`config.mk`:
```
export PLATFORM = sky130hd
export DESIGN_NAME = branch_predictor
export DESIGN_NICKNAME = d
export VERILOG_FILES = /design/src/rtl/bp_pkg.sv /design/src/rtl/ras_stack.sv /design/src/rtl/branch_predictor.sv
export SDC_FILE = /design/constraint.sdc
export NUM_CORES = 1
export LEC_CHECK = 0
export ABC_AREA = 1
export CELL_PAD_IN_SITES_DETAIL_PLACEMENT = 1
export CELL_PAD_IN_SITES_GLOBAL_PLACEMENT = 1
export CORE_UTILIZATION = 40
export DETAILED_ROUTE_END_ITERATION = 6
export PLACE_DENSITY = 0.73
export SYNTH_ARGS = -nofsm -noshare
export SYNTH_HDL_FRONTEND = slang
export SYNTH_SLANG_ARGS = --single-unit
```
`constraint.sdc`:
```
create_clock -name clock -period 4.05 [get_ports clock]
set_input_delay 0.81 -clock clock [delete_from_list [all_inputs] [get_ports clock]]
set_output_delay 0.81 -clock clock [all_outputs]
set_load 0.1 [all_outputs]
```
`src/rtl/bp_pkg.sv`:
```
// Shared definitions for the fetch-stage branch predictor: control-transfer
// kind encoding, counter initial value and derived-width helpers.
package bp_pkg;

  // Resolved control-transfer kinds reported by execute.
  localparam logic [2:0] KIND_BR   = 3'd0;
  localparam logic [2:0] KIND_JAL  = 3'd1;
  localparam logic [2:0] KIND_JALR = 3'd2;
  localparam logic [2:0] KIND_CALL = 3'd3;
  localparam logic [2:0] KIND_RET  = 3'd4;

  // Smallest r >= 1 such that 2**r >= n; keeps pointer widths non-zero.
  function automatic int clog2_min1(input int n);
    int r;
    r = 1;
    for (int b = 1; b < 31; b++) begin
      if ((32'sd1 << b) < n) begin
        r = b + 1;
      end else begin
        r = r;
      end
    end
    return r;
  endfunction

  // Weakly-taken counter value: MSB set, remaining bits clear.
  function automatic logic [31:0] ctr_init(input int w);
    return 32'd1 << (w - 1);
  endfunction

  // Kinds 5..7 are not real control transfers and are ignored.
  function automatic logic kind_legal(input logic [2:0] k);
    return (k <= KIND_RET);
  endfunction

endpackage

```
`src/rtl/ras_stack.sv`:
```
// Circular return-address stack. A push when full overwrites the oldest
// entry; a pop when empty does nothing. Push and pop never coincide.
module ras_stack
  import bp_pkg::*;
#(
  parameter int PC_W      = 12,
  parameter int RAS_DEPTH = 4
) (
  input  logic            clock,
  input  logic            reset,
  input  logic            push,
  input  logic            pop,
  input  logic [PC_W-1:0] push_data,
  output logic [PC_W-1:0] top,
  output logic            empty
);

  localparam int PTR_W = clog2_min1(RAS_DEPTH);
  localparam int CNT_W = clog2_min1(RAS_DEPTH + 1);
  localparam logic [PTR_W-1:0] LAST_PTR = PTR_W'(RAS_DEPTH - 1);
  localparam logic [CNT_W-1:0] FULL_CNT = CNT_W'(RAS_DEPTH);

  logic [PC_W-1:0]  mem_r [RAS_DEPTH];
  logic [PTR_W-1:0] ptr_r;       // next slot to write
  logic [CNT_W-1:0] cnt_r;       // valid entries, saturates at RAS_DEPTH
  logic [PTR_W-1:0] top_ptr_s;
  logic [PTR_W-1:0] ptr_inc_s;

  // Wrap-around pointer arithmetic for arbitrary depths.
  always_comb begin
    top_ptr_s = LAST_PTR;
    ptr_inc_s = {PTR_W{1'b0}};
    if (ptr_r == {PTR_W{1'b0}}) begin
      top_ptr_s = LAST_PTR;
    end else begin
      top_ptr_s = ptr_r - PTR_W'(1);
    end
    if (ptr_r == LAST_PTR) begin
      ptr_inc_s = {PTR_W{1'b0}};
    end else begin
      ptr_inc_s = ptr_r + PTR_W'(1);
    end
  end

  // Return-address storage; contents are meaningless while count is zero.
  always_ff @(posedge clock) begin
    if (push) begin
      mem_r[ptr_r] <= push_data;
    end
  end

  // Pointer and occupancy bookkeeping.
  always_ff @(posedge clock or negedge reset) begin
    if (!reset) begin
      ptr_r <= {PTR_W{1'b0}};
      cnt_r <= {CNT_W{1'b0}};
    end else if (push) begin
      ptr_r <= ptr_inc_s;
      if (cnt_r != FULL_CNT) begin
        cnt_r <= cnt_r + CNT_W'(1);
      end
    end else if (pop && (cnt_r != {CNT_W{1'b0}})) begin
      ptr_r <= top_ptr_s;
      cnt_r <= cnt_r - CNT_W'(1);
    end
  end

  assign top   = mem_r[top_ptr_s];
  assign empty = (cnt_r == {CNT_W{1'b0}});

endmodule

```
`src/rtl/branch_predictor.sv`:
```
// Fetch-stage branch predictor: direct-mapped BTB with per-entry saturating
// direction counters plus a return-address stack. Lookups are combinational
// from registered state; training from execute lands at the next clock edge.
module branch_predictor
  import bp_pkg::*;
#(
  parameter int PC_W      = 12,
  parameter int ENTRIES   = 16,
  parameter int CTR_W     = 2,
  parameter int RAS_DEPTH = 4,
  parameter int PERF_W    = 32
) (
  input  logic              clock,
  input  logic              reset,
  input  logic [PC_W-1:0]   f_pc,
  output logic              pred_taken,
  output logic [PC_W-1:0]   pred_target,
  input  logic              u_valid,
  input  logic [PC_W-1:0]   u_pc,
  input  logic [2:0]        u_kind,
  input  logic              u_taken,
  input  logic [PC_W-1:0]   u_target,
  input  logic              u_mispredict,
  input  logic              flush,
  output logic [PERF_W-1:0] perf_mispredicts
);

  localparam int IDX_W = clog2_min1(ENTRIES);
  localparam int TAG_W = PC_W - 2 - IDX_W;
  localparam logic [CTR_W-1:0]  CTR_INIT = CTR_W'(ctr_init(CTR_W));
  localparam logic [CTR_W-1:0]  CTR_MAX  = {CTR_W{1'b1}};
  localparam logic [PERF_W-1:0] PERF_MAX = {PERF_W{1'b1}};

  // BTB storage, flop-based for asynchronous reads.
  logic [ENTRIES-1:0] valid_r;
  logic [TAG_W-1:0]   tag_r  [ENTRIES];
  logic [PC_W-1:0]    tgt_r  [ENTRIES];
  logic [2:0]         kind_r [ENTRIES];
  logic [CTR_W-1:0]   ctr_r  [ENTRIES];
  logic [PERF_W-1:0]  perf_r;

  logic [IDX_W-1:0] f_idx_s;
  logic [TAG_W-1:0] f_tag_s;
  logic             f_hit_s;
  logic [IDX_W-1:0] u_idx_s;
  logic [TAG_W-1:0] u_tag_s;
  logic             u_hit_s;
  logic             upd_s;
  logic             u_is_br_s;
  logic             u_tk_s;
  logic             alloc_s;
  logic             wr_entry_s;
  logic             ctr_upd_s;
  logic [CTR_W-1:0] ctr_next_s;
  logic             ras_push_s;
  logic             ras_pop_s;
  logic [PC_W-1:0]  ras_top_s;
  logic             ras_empty_s;
  logic             unused_s;

  // Byte-offset bits of the PCs carry no information for an RV32 predictor.
  assign unused_s = ^{f_pc[1:0], u_pc[1:0]};

  assign f_idx_s = f_pc[IDX_W+1:2];
  assign f_tag_s = f_pc[PC_W-1:IDX_W+2];
  assign f_hit_s = valid_r[f_idx_s] && (tag_r[f_idx_s] == f_tag_s);

  assign u_idx_s = u_pc[IDX_W+1:2];
  assign u_tag_s = u_pc[PC_W-1:IDX_W+2];
  assign u_hit_s = valid_r[u_idx_s] && (tag_r[u_idx_s] == u_tag_s);

  // Classify the resolved instruction and decide what the BTB does with it.
  always_comb begin
    upd_s      = u_valid && kind_legal(u_kind);
    u_is_br_s  = (u_kind == KIND_BR);
    u_tk_s     = !u_is_br_s || u_taken;
    // Flush wins over allocation; hit-side training still happens.
    alloc_s    = upd_s && !u_hit_s && u_tk_s && !flush;
    wr_entry_s = alloc_s || (upd_s && u_hit_s && u_tk_s);
    ctr_upd_s  = upd_s && u_hit_s && u_is_br_s;
    ras_push_s = upd_s && (u_kind == KIND_CALL);
    ras_pop_s  = upd_s && (u_kind == KIND_RET);
  end

  // Saturating next value for the direction counter being trained.
  always_comb begin
    ctr_next_s = ctr_r[u_idx_s];
    if (u_taken) begin
      if (ctr_r[u_idx_s] != CTR_MAX) begin
        ctr_next_s = ctr_r[u_idx_s] + CTR_W'(1);
      end else begin
        ctr_next_s = ctr_r[u_idx_s];
      end
    end else begin
      if (ctr_r[u_idx_s] != {CTR_W{1'b0}}) begin
        ctr_next_s = ctr_r[u_idx_s] - CTR_W'(1);
      end else begin
        ctr_next_s = ctr_r[u_idx_s];
      end
    end
  end

  // Valid bits: cleared by reset or flush, set on allocation.
  always_ff @(posedge clock or negedge reset) begin
    if (!reset) begin
      valid_r <= {ENTRIES{1'b0}};
    end else if (flush) begin
      valid_r <= {ENTRIES{1'b0}};
    end else if (alloc_s) begin
      valid_r[u_idx_s] <= 1'b1;
    end
  end

  // Direction counters: weakly taken on allocation, trained on BR hits.
  always_ff @(posedge clock or negedge reset) begin
    if (!reset) begin
      for (int i = 0; i < ENTRIES; i++) begin
        ctr_r[i] <= {CTR_W{1'b0}};
      end
    end else if (alloc_s) begin
      ctr_r[u_idx_s] <= CTR_INIT;
    end else if (ctr_upd_s) begin
      ctr_r[u_idx_s] <= ctr_next_s;
    end
  end

  // Tag, target and kind storage; only meaningful while the valid bit is set.
  always_ff @(posedge clock) begin
    if (wr_entry_s) begin
      tag_r[u_idx_s]  <= u_tag_s;
      tgt_r[u_idx_s]  <= u_target;
      kind_r[u_idx_s] <= u_kind;
    end
  end

  // Saturating count of mispredictions reported by execute.
  always_ff @(posedge clock or negedge reset) begin
    if (!reset) begin
      perf_r <= {PERF_W{1'b0}};
    end else if (u_mispredict && (perf_r != PERF_MAX)) begin
      perf_r <= perf_r + PERF_W'(1);
    end
  end

  assign perf_mispredicts = perf_r;

  ras_stack #(
    .PC_W      (PC_W),
    .RAS_DEPTH (RAS_DEPTH)
  ) u_ras (
    .clock     (clock),
    .reset     (reset),
    .push      (ras_push_s),
    .pop       (ras_pop_s),
    .push_data (u_pc + PC_W'(4)),
    .top       (ras_top_s),
    .empty     (ras_empty_s)
  );

  // Fetch-side prediction; returns prefer the RAS when it holds an address.
  always_comb begin
    pred_taken  = 1'b0;
    pred_target = f_pc + PC_W'(4);
    if (f_hit_s && ((kind_r[f_idx_s] != KIND_BR) || ctr_r[f_idx_s][CTR_W-1])) begin
      pred_taken = 1'b1;
      if ((kind_r[f_idx_s] == KIND_RET) && !ras_empty_s) begin
        pred_target = ras_top_s;
      end else begin
        pred_target = tgt_r[f_idx_s];
      end
    end else begin
      pred_taken  = 1'b0;
      pred_target = f_pc + PC_W'(4);
    end
  end

endmodule

```
==> flow_summary.yaml <==
floorplanning:
  die_h_um: 236
  ios: 90
  start_util: 0.406
  dieArea_um2: 55700
  row_count: 85
  core_um2: 54000
  fp.dieW_um: 236
cells_and_area:
  seqCellArea_um2: 13700
  area_growth_pct: 21.3
  fin_nets: 2451
  final_common_cell: "nand2_1"
  antenna_cells: 0
  nFillCells: 5967
  fin_cells: 3135
  drive_above_1_share: 0.110
  multiInputGateArea_um2: 7140
  mostFrequentLayoutCells: "482 x nand2_1, 384 x edfxtp_1, 251 x o21ai_0, 240 x nor2_1, 186 x inv_1"
cts:
  insertion_delay_ns: 0.63
  cts_buffer_depth: 3
  cts.clk_slew.worst_paths_ns: 0.06
  cts-root-buf: "clkbuf_16"
  clock_sinks: 469
  htreeDepth: 2
  cts_made_buffers: 53
  cts_tree: "yes"
worst_setup_path:
  cp_common_cell: "nand3_1"
  cp_cell_sequence: "clkbuf_4, inv_2, buf_6, buf_4, a21oi_1, o21ai_0, nand3_1, nand3_1, nand3_2, nand2_1, nand4_1, nor2_4, buf_12, buf_4, nand3_1, nand2_2, buf_12"
  slowest_stage: "nor2_4"
  cp.buffers_inverters: 7
  regToRegSetupSlack_ns: 1.24
  critical_path_class: "in -> out"
  path_max_fanout: 12
  cp_slowest_stage_delay_ns: 0.27
  crit_family: "simple AND/OR/NAND/NOR gates"
  crit_path_end_kind: "primary output"
  worstPathRequired_ns: 3.24
  crit_path_start_kind: "input port"
  arrival_ns: 3.18
pwr:
  p_int_mw: 8.76
  ir_drop_uv: 385
  finalPower_mw: 12.6
  switching_share: 0.305
  clkPwrFrac: 0.377
  power_frac_seq: 0.439
  combPwrFrac: 0.184
  leakagePower_nw: 10.3
  p_per_area_nw_per_um2: 474
  p_sw_mw: 3.85
worst_hold_path:
  hp-class: "in -> async"
global_routing:
  grt_max_degree: 64
  top_usage_layer: "met2"
  grtUsageMet2: 0.453
  grtUsageMet1: 0.361
  grtUsageTotal: 0.273
  grt_overflow: 0
  grt_pass1_vias: 18700
  gr-usage-met3: 0.0396
  grt_antenna_before_repair: 1
  grt_pass1_wl_um: 114000
drt:
  vias: 17800
  dr.pass1.iters: 6
  drcViolationCount: 0
  viasPerCell: 5.67
  ant_nets: 0
  wl_um: 75700
  wire_per_inst_um: 24.1
  drtIter0Drc: 1651
yosys:
  synth_area_per_cell_um2: 9.75
  syn_area_um2: 21900
  yosys_warnings: 0
  synth_seq_cells: 469
  ys_types: 37
  syn_inst: 2249
  seq_area_frac_synth: 0.623
  synth_fp_nets: 2305
place:
  dp_hpwl_um: 49100
  gp_congestion: 0.863
  port_buffers: 89
  dpl.cell_count: 3029
  place_ws_ns: -0.714
timing:
  finalSetupViolations: 0
  tightest_slew_ns: 1.05
  slew-limit-headroom: 0.298
  clock.fmax_mhz: 251
  period_share: 0.984
  hold_violations: 0
  rsz0062_at_grt: "yes"
  fin_skew_ns: 0.0397
  final_max_slew_viol_count: 0
  setup_slack_ns: 0.0650
  final.min_clock_period_ns: 3.99
  whs_ns: 0.138
flow_run:
  maxCapViolations: 0
status:
  status: "completed"
==> state kept, by name, indices dropped and copies added (netlist names), 3 cells and up <==
register and count:
tgt_r 192, tag_r 96, u_ras.mem_r 48, kind_r 48
u_ras.cnt_r 3, valid_r 16, ctr_r 32, perf_mispredicts 32
==> final timing paths <==
check,startpoint,cells after the start,end
setup / recovery,f_pc[3],17,pred_target[10]
hold / removal,reset,1,ctr_r[14]
setup reg to reg,perf_mispredicts[0],16,perf_mispredicts[23]
hold reg to reg,perf_mispredicts[30],1,perf_mispredicts[30]
max in group asynchronous,reset,2,perf_mispredicts[21]
min in group clock,perf_mispredicts[30],1,perf_mispredicts[30]
==> power by group through the flow <==
stage	clock (mW)	combinational, mW	sequential [mW]
after floorplan	0	1.09	5.88
after global placement	0	2.14	5.62
after detailed placement	0	2.23	5.63
after CTS	4.83	2.27	5.54
after global routing	5.00	2.49	5.55
final	4.75	2.32	5.53
==> repair_timing <==
action                                  CTS  global route
cloned                                    2             1
hold buffers                              0             0
resized for setup                        23            30
pin swaps                                 3            11
setup buffers                             3             1
endpoints found under the setup margin   13            13
==> cells in the mapped netlist, drive strengths merged <==
cell type	number	area [um2]
nand2	495	1870
edfxtp	384	11500
o21ai	269	1350
nor2	250	961
inv	193	724
nand3	163	821
a21oi	87	435
dfrtp	85	2130
buf	68	402
clkbuf	52	195
o22ai	44	275
xor2	42	368
o221ai	24	210
nand4	20	125
nor3	15	75.1
clkinv	12	45.0
o211ai	12	90.1
ha	10	125
xnor2	8	70.1
nor4	6	37.5
o21bai	2	15.0
o31ai	2	15.0
a21o	1	7.51
a31oi	1	6.26
fa	1	20.0
mux2	1	11.3
nand3b	1	7.51
or2	1	6.26
==> metrics by stage <==
step,util,setup TNS (ns),cell area (um2)
2_1_floorplan,-,0,21900
3_3_place_gp,0.455,-8.23,24600
3_5_place_dp,0.455,-8.89,24600
4_1_cts,0.490,0,26500
5_1_grt,0.492,-0.0897,26600
6_report,0.492,0,26600
==> layout make-up <==
| type | instances | area share |
|---|---|---|
| inverter | 205 | 0.0298 |
| sequential | 469 | 0.514 |
| clock buffer | 64 | 0.0514 |
| multi-input combinational | 1455 | 0.269 |
| timing repair inverter | 1 | 0.000282 |
| tap | 696 | 0.0327 |
| timing repair buffer | 210 | 0.0906 |
| clock inverter | 35 | 0.0128 |
==> logic make-up after synthesis <==
family / after synthesis / synth area share
mux: 1 / 0.000514
simple gates: 951 / 0.178
xor+xnor: 50 / 0.0200
buf+inv: 325 / 0.0623
fa+ha+maj: 11 / 0.00662
flops: 469 / 0.623
compound gates: 442 / 0.110
==> per-layer routing <==
metal / vias up / share of wire
met5: - / 0.00017
met4: 2 / 0.034
met3: 147 / 0.062
met2: 636 / 0.49
met1: 9001 / 0.42
li1: 7990 / -
No activity file was read; power rests on OpenSTA's default activity.
